File: src/rtl/subtractor_serial.sv
// subtractor_serial: multi-cycle unsigned a - b - borrow, SLICE bits per cycle, LSB slice first
module subtractor_serial #(
  parameter int DATA_SIZE = 16,
  parameter int SLICE = 4
) (
  input  logic                 clk,
  input  logic                 rst,
  input  logic                 start_in,
  input  logic [DATA_SIZE-1:0] a_in,
  input  logic [DATA_SIZE-1:0] b_in,
  input  logic                 borrow_in,
  output logic                 busy_out,
  output logic                 done_out,
  output logic                 borrow_out,
  output logic [DATA_SIZE-1:0] result_out
);
  localparam int NUM_SLICES = DATA_SIZE / SLICE;
  localparam int CW = NUM_SLICES > 1 ? $clog2(NUM_SLICES) : 1;
  typedef enum logic {IDLE, RUN} state_t;
  state_t state, state_nx;
  logic [DATA_SIZE-1:0] a_q, b_q, part_q, part_nx;
  logic [SLICE:0] diff;
  logic [CW-1:0] cnt;
  logic borrow_q, last;
  // Operands shift right each cycle so the active slice is always at the bottom;
  // differences enter the partial result from the top and end up in place.
  always_comb begin
    diff = {1'b0, a_q[SLICE-1:0]} - {1'b0, b_q[SLICE-1:0]} - {{SLICE{1'b0}}, borrow_q};
    part_nx = DATA_SIZE'({diff[SLICE-1:0], part_q} >> SLICE);
    last = cnt == CW'(NUM_SLICES - 1);
    state_nx = state == IDLE ? (start_in ? RUN : IDLE) : (last ? IDLE : RUN);
  end
  always_ff @(posedge clk) begin
    if (rst) state <= IDLE;
    else state <= state_nx;
  end
  always_ff @(posedge clk) begin
    if (rst) begin
      a_q <= '0;
      b_q <= '0;
      part_q <= '0;
      borrow_q <= 1'b0;
      cnt <= '0;
      done_out <= 1'b0;
      borrow_out <= 1'b0;
      result_out <= '0;
    end else begin
      done_out <= 1'b0;
      if (state == IDLE && start_in) begin
        a_q <= a_in;
        b_q <= b_in;
        borrow_q <= borrow_in;
        part_q <= '0;
        cnt <= '0;
      end else if (state == RUN) begin
        a_q <= a_q >> SLICE;
        b_q <= b_q >> SLICE;
        part_q <= part_nx;
        borrow_q <= diff[SLICE];
        cnt <= cnt + CW'(1);
        if (last) begin
          result_out <= part_nx;
          borrow_out <= diff[SLICE];
          done_out <= 1'b1;
        end
      end
    end
  end
  assign busy_out = state == RUN;
endmodule

File: config.mk
export PLATFORM = sky130hd
export DESIGN_NAME = subtractor_serial
export DESIGN_NICKNAME = d
export VERILOG_FILES = /design/src/rtl/subtractor_serial.sv
export SDC_FILE = /design/constraint.sdc
export NUM_CORES = 1
export LEC_CHECK = 0
export CORE_UTILIZATION = 44
export CTS_CLUSTER_SIZE = 8
export DETAILED_ROUTE_END_ITERATION = 16
export GPL_TIMING_DRIVEN = 0
export PLACE_DENSITY_LB_ADDON = 0.1
export SLEW_MARGIN = 10
export SYNTH_ARGS = -nofsm -noshare
export SYNTH_HDL_FRONTEND = slang
export SYNTH_SLANG_ARGS = --single-unit
File: constraint.sdc
create_clock -name clk -period 5.05 [get_ports clk]
set_clock_uncertainty 0.1 [all_clocks]
set_input_delay 1.01 -clock clk [delete_from_list [all_inputs] [get_ports clk]]
set_output_delay 1.01 -clock clk [all_outputs]
set_load 0.01 [all_outputs]
==> reports/metrics.yaml <==
sta:
  min_period_ns: 2.46
  rsz0062_at_grt: "false"
  slew_viol_final: 0
  layout_setup_ws_ns: 2.59
  finalHoldViolCount: 0
  setup_violations: 0
  timing.setup.tns_ns: 0
  hold_slack_ns: 0.374
  fmax_ghz: 0.406
  tightest_slew_ns: 0.461
  fin_crit_sh_pct: 48.7
  slew_headroom_pct: 69.2
route:
  via_per_inst: 4.85
  drt-initial-drc-count: 58
  drc: 0
  wl_per_cell_um: 13.0
  dr_total_vias: 2033
  wirelength_mm: 5.46
  ant_nets: 0
  drtPass1Iterations: 4
grt:
  grt_max_degree: 11
  antenna_found_initial: 0
  gr-usage-all-layers_pct: 19.2
  overflow: 0
  grt_pass1_wl_mm: 9.31
  grt_pass1_vias: 1960
floorplan:
  start_util_pct: 45.7
  dieHeight_um: 80.4
  fp.dieW_um: 80.4
  rows: 28
  ioPinCount: 55
  die_area_mm2: 0.00647
  core_area_mm2: 0.00592
synthesis:
  synth_seq_cells: 66
  syn_nets: 318
  synth.avg_cell_area_um2: 9.84
  syn_area_mm2: 0.00271
  ys.warnings.count: 0
  ys_seq_area_share_pct: 48.8
  synth_cells: 275
  yosys.cell_types.count: 25
worst_setup_path:
  endpoint_kind: "output pin"
  cp_max_fo: 6
  arrival_ns: 1.35
  crit_family: "buffers and inverters"
  critPathMaxStageDelay_ns: 0.58
  path_class: "reg -> out"
  cp.required_ns: 3.94
  timing.critical_path.cells: "clkdlybuf4s50_1"
  crit_slowest_cell: "clkdlybuf4s50_1"
  startpoint_type: "register"
  path_buf_inv: 1
power:
  pwr-share-clk_pct: 38.5
  p_leak_nw: 1.50
  switching_share_pct: 24.0
  p_int_mw: 0.874
  power_density_mw_per_mm2: 326
  comb_power_share_pct: 13.3
  p_sw_mw: 0.276
  ir_drop_mv: 0.250
  pwr-share-seq_pct: 48.2
cts:
  cts_tree: "done"
  cts_htree_levels: 3
  clock_latency_ns: 0.33
  cts.sinks: 66
  clk_path_buf_depth: 2
  cts_hold_buf: 0
  clk_pin_slew_ns: 0.07
  cts_resized: 0
  post_cts_buffers: 0
  clockRootBuffer: "clkbuf_8"
  cts_buffers: 9
cells_and_area:
  antenna_cells: 0
  fin_nets: 382
  stdcell_area_mm2: 0.00353
  fillers: 533
  layout-drive-gt1-share_pct: 9.88
  area_growth_pct: 30.4
placed_design:
  dp_hpwl_mm: 3.89
  dpl-instance-area_mm2: 0.00333
  place_ws_ns: 2.51
  place.gp.congestion: 0.742
  port_buffers: 53
run:
  cap_violations: 0
worst_hold_path:
  min_path_type: "reg -> reg"
outcome:
  outcome: "finished clean"
-- registers in the layout (all words and copies together), names as in the netlist --
signal      count
part_q         12
borrow_q        1
busy_out        1
a_q            16
done_out        1
result_out     16
b_q            16
borrow_out      1
cnt             2
-- cell type report --
class / instances / area (µm²) / share of cell area [%]
inverter: 12 / 45.0 / 1.28
tap: 75 / 93.8 / 2.66
clock buffer: 14 / 163 / 4.61
sequential: 66 / 1320 / 37.4
timing repair buffer: 53 / 531 / 15.0
clock inverter: 2 / 35.0 / 0.993
multi-input combinational: 180 / 1210 / 34.4
buffer: 17 / 126 / 3.58
-- synth_stat cells --
library cell   n  share of area (%)
clkbuf_1       2               0.28
nor2_1        69                9.6
a31o_2         1               0.32
buf_6          5                2.1
xnor2_1        3               0.97
inv_2          1               0.14
inv_1         11                1.5
dfxtp_1       66                 49
buf_4          5                1.4
mux2i_1       44                 16
a22o_1        16                5.2
nor2_4         1               0.42
a211oi_2       1               0.46
a21o_1         1               0.28
xor2_1         1               0.32
fa_1           2                1.5
ha_1           5                2.3
nor3b_2        1               0.46
a21oi_1       26                4.8
a21oi_2        1               0.32
a211oi_1       1               0.28
o31ai_1        1               0.28
nand2_1        4               0.55
o21a_1         2               0.55
buf_2          5               0.92
-- stage by stage --
stage          power [mW]  cells  utilization (%)
2_1_floorplan       0.665    275                -
3_3_place_gp        0.719    403             56.3
3_5_place_dp        0.720    403             56.3
4_1_cts              1.16    419             59.6
5_1_grt              1.21    419             59.6
6_report             1.15    419             59.6
-- power by group through the flow --
| stage | Clock, mW | Combinational [mW] | Sequential (mW) |
|---|---|---|---|
| final | 0.443 | 0.152 | 0.554 |
| after global routing | 0.477 | 0.172 | 0.557 |
| after CTS | 0.449 | 0.155 | 0.555 |
| after detailed placement | 0 | 0.154 | 0.566 |
| after global placement | 0 | 0.153 | 0.566 |
| after floorplan | 0 | 0.103 | 0.562 |
-- per-layer routing --
layer  track usage (%)  wire, µm  vias to the layer above
li1                  -         -                     1067
met1              24.0      2600                      915
met2              32.0      2650                       44
met3              4.20       163                        7
met4              7.50        57                        0
met5                 0         0                        -
-- cell families (layout without fill, tap and decap cells) --
| group | Yosys count | count (layout) | synth area share (%) |
|---|---|---|---|
| mux | 44 | 44 | 16.3 |
| buf+inv | 29 | 98 | 6.33 |
| fa+ha+maj | 7 | 7 | 3.79 |
| xor+xnor | 4 | 4 | 1.29 |
| simple gates | 75 | 75 | 11.0 |
| compound gates | 50 | 50 | 12.5 |
| flops | 66 | 66 | 48.8 |
-- placed cells by master (no fill, tap or decap), types with 2 or more instances in the layout --
cell type and count:
a21oi_1 26, a22o_1 16, buf_2 5, buf_4 5, buf_6 5, clkbuf_1 5, clkbuf_8 11, clkdlybuf4s50_1 53
dfxtp_1 66, fa_1 2, ha_1 5, inv_1 11, mux2i_1 44, nand2_1 4, nor2_1 69, o21a_1 2
xnor2_1 3
-- worst paths after layout --
check / start / endpoint / slack (ns) / cells past startpoint
max: busy_out / busy_out / 2.59 / 1
min: result_out[9] / result_out[9] / 0.37 / 1
max reg2reg: b_q[0] / part_q[15] / 3.15 / 6
min reg2reg: result_out[9] / result_out[9] / 0.37 / 1
No activity file was read; power rests on OpenSTA's default activity.
==> RTL edit (same flow settings) <==
Make the reset (`rst`) asynchronous in 2 clocked blocks.
--- a/src/rtl/subtractor_serial.sv
+++ b/src/rtl/subtractor_serial.sv
@@ -30,11 +30,11 @@
     last = cnt == CW'(NUM_SLICES - 1);
     state_nx = state == IDLE ? (start_in ? RUN : IDLE) : (last ? IDLE : RUN);
   end
-  always_ff @(posedge clk) begin
+  always_ff @(posedge clk or posedge rst) begin
     if (rst) state <= IDLE;
     else state <= state_nx;
   end
-  always_ff @(posedge clk) begin
+  always_ff @(posedge clk or posedge rst) begin
     if (rst) begin
       a_q <= '0;
       b_q <= '0;
Behaviour: differs if rst is asserted again (counterexample within 4 cycles, from zero or initial values and one cycle with rst high); with rst held inactive, the same outputs for 10 cycles.
==> RTL edit against the original RTL <==
  * Fmax increased by 4.2%
  * Cell area increased by 9.1%
  * Register-to-register slack got worse by 420 ps
  * Non-clock buffer count increased by 1
  * Routed wire length increased by 13%
  * Synthesized area increased by 11%
  * Worst setup slack improved by 99 ps
  * Sequential cell count unchanged
Power is not compared: it rests on default switching activity, and its combinational part moved more than twofold at a synthesized area within 25%.
==> RTL edit: results (changes against the original RTL) <==
[route]
dr.pass1.iters=12  ; was 4
viasPerCell=5.181  ; was 4.852
first_iter_violations=115  ; was 58

[synth]
synth_xor_area_frac=0.005826  ; was 0.01294
synthFlopType=dfrtp_1  ; was dfxtp_1
async_reset_ff_frac=1.000  ; was 0
syn-num-nets=314  ; was 318
yosys.cell_types.count=30  ; was 25
synth_area_leaders=dfrtp_1 (55%), mux2i_1 (11%), o21ai_0 (6.8%), nand2_1 (4.9%), mux2_2 (4.5%)  ; was dfxtp_1 (49%), mux2i_1 (16%), nor2_1 (9.6%), a22o_1 (5.2%), a21oi_1 (4.8%)
ys_seq_area_frac=0.5493  ; was 0.4882
syn_avg_cell_area_sq_um=11.18  ; was 9.841 sq um
synthMuxAreaShare=0.1548  ; was 0.1627

[global_routing]
grt_use_total=0.1939  ; was 0.1923
grt_pass1_vias=2186  ; was 1960
grt_max_degree=56  ; was 11

[layout]
n_fill_cell=585  ; was 533

[timing]
tightest_slew_ps=489.5  ; was 461.5 ps
period_share=0.4678  ; was 0.4874
whs_ps=385.5  ; was 374.3 ps

[run_status]
status=finished, final reports clean  ; unchanged

[place]
dpl_cell_area_sq_um=3664  ; was 3331 sq um
preCtsSetupSlack_ps=2758  ; was 2514 ps
place_hpwl_mm=4.285  ; was 3.887 mm
dp.cells=400  ; was 403

[setup_path]
crit_path_start=result_out[15]$_DFFE_PP0P_  ; was busy_out$_SDFF_PP0_
critPathMaxFanout=2  ; was 6
r2r-start=a_q[0]$_DFFE_PP0P_  ; was b_q[0]$_SDFFE_PP0P_
crit_end=result_out[15]  ; was busy_out

[hold_path]
min_from=b_q[15]$_DFFE_PP0P_  ; was result_out[9]$_SDFFE_PP0P_

[power_and_ir_drop]
finalPower_mw=2.222

==> RTL edit: cell types whose count changed in the layout (fill, tap and decap cells not counted), sizes merged, moves of 9 or more <==
cell,delta
a21oi,-27
a22o,-15
dfrtp,+66
dfxtp,-66
mux2,+12
mux2i,-11
nand2,+36
nand2b,+9
nor2,-60
o21ai,+41
==> RTL edit: final cells by class <==
class,count,area (sq um),share of cell area
multi-input combinational,174,1216,0.3160
clock inverter,3,40.04,0.01040
sequential,66,1652,0.4291
buffer,17,93.84,0.02438
timing repair buffer,54,558.0,0.1450
inverter,12,47.55,0.01235
clock buffer,12,145.1,0.03771
tap,77,96.34,0.02503
==> RTL edit: metal layers <==
layer  vias up  part of all wire  GRT usage
met5         -                 0          0
met3        13             0.032    0.04326
met2        52              0.48     0.3075
met4         0             0.024    0.09707
li1       1044                 -          -
met1      1041              0.46     0.2521
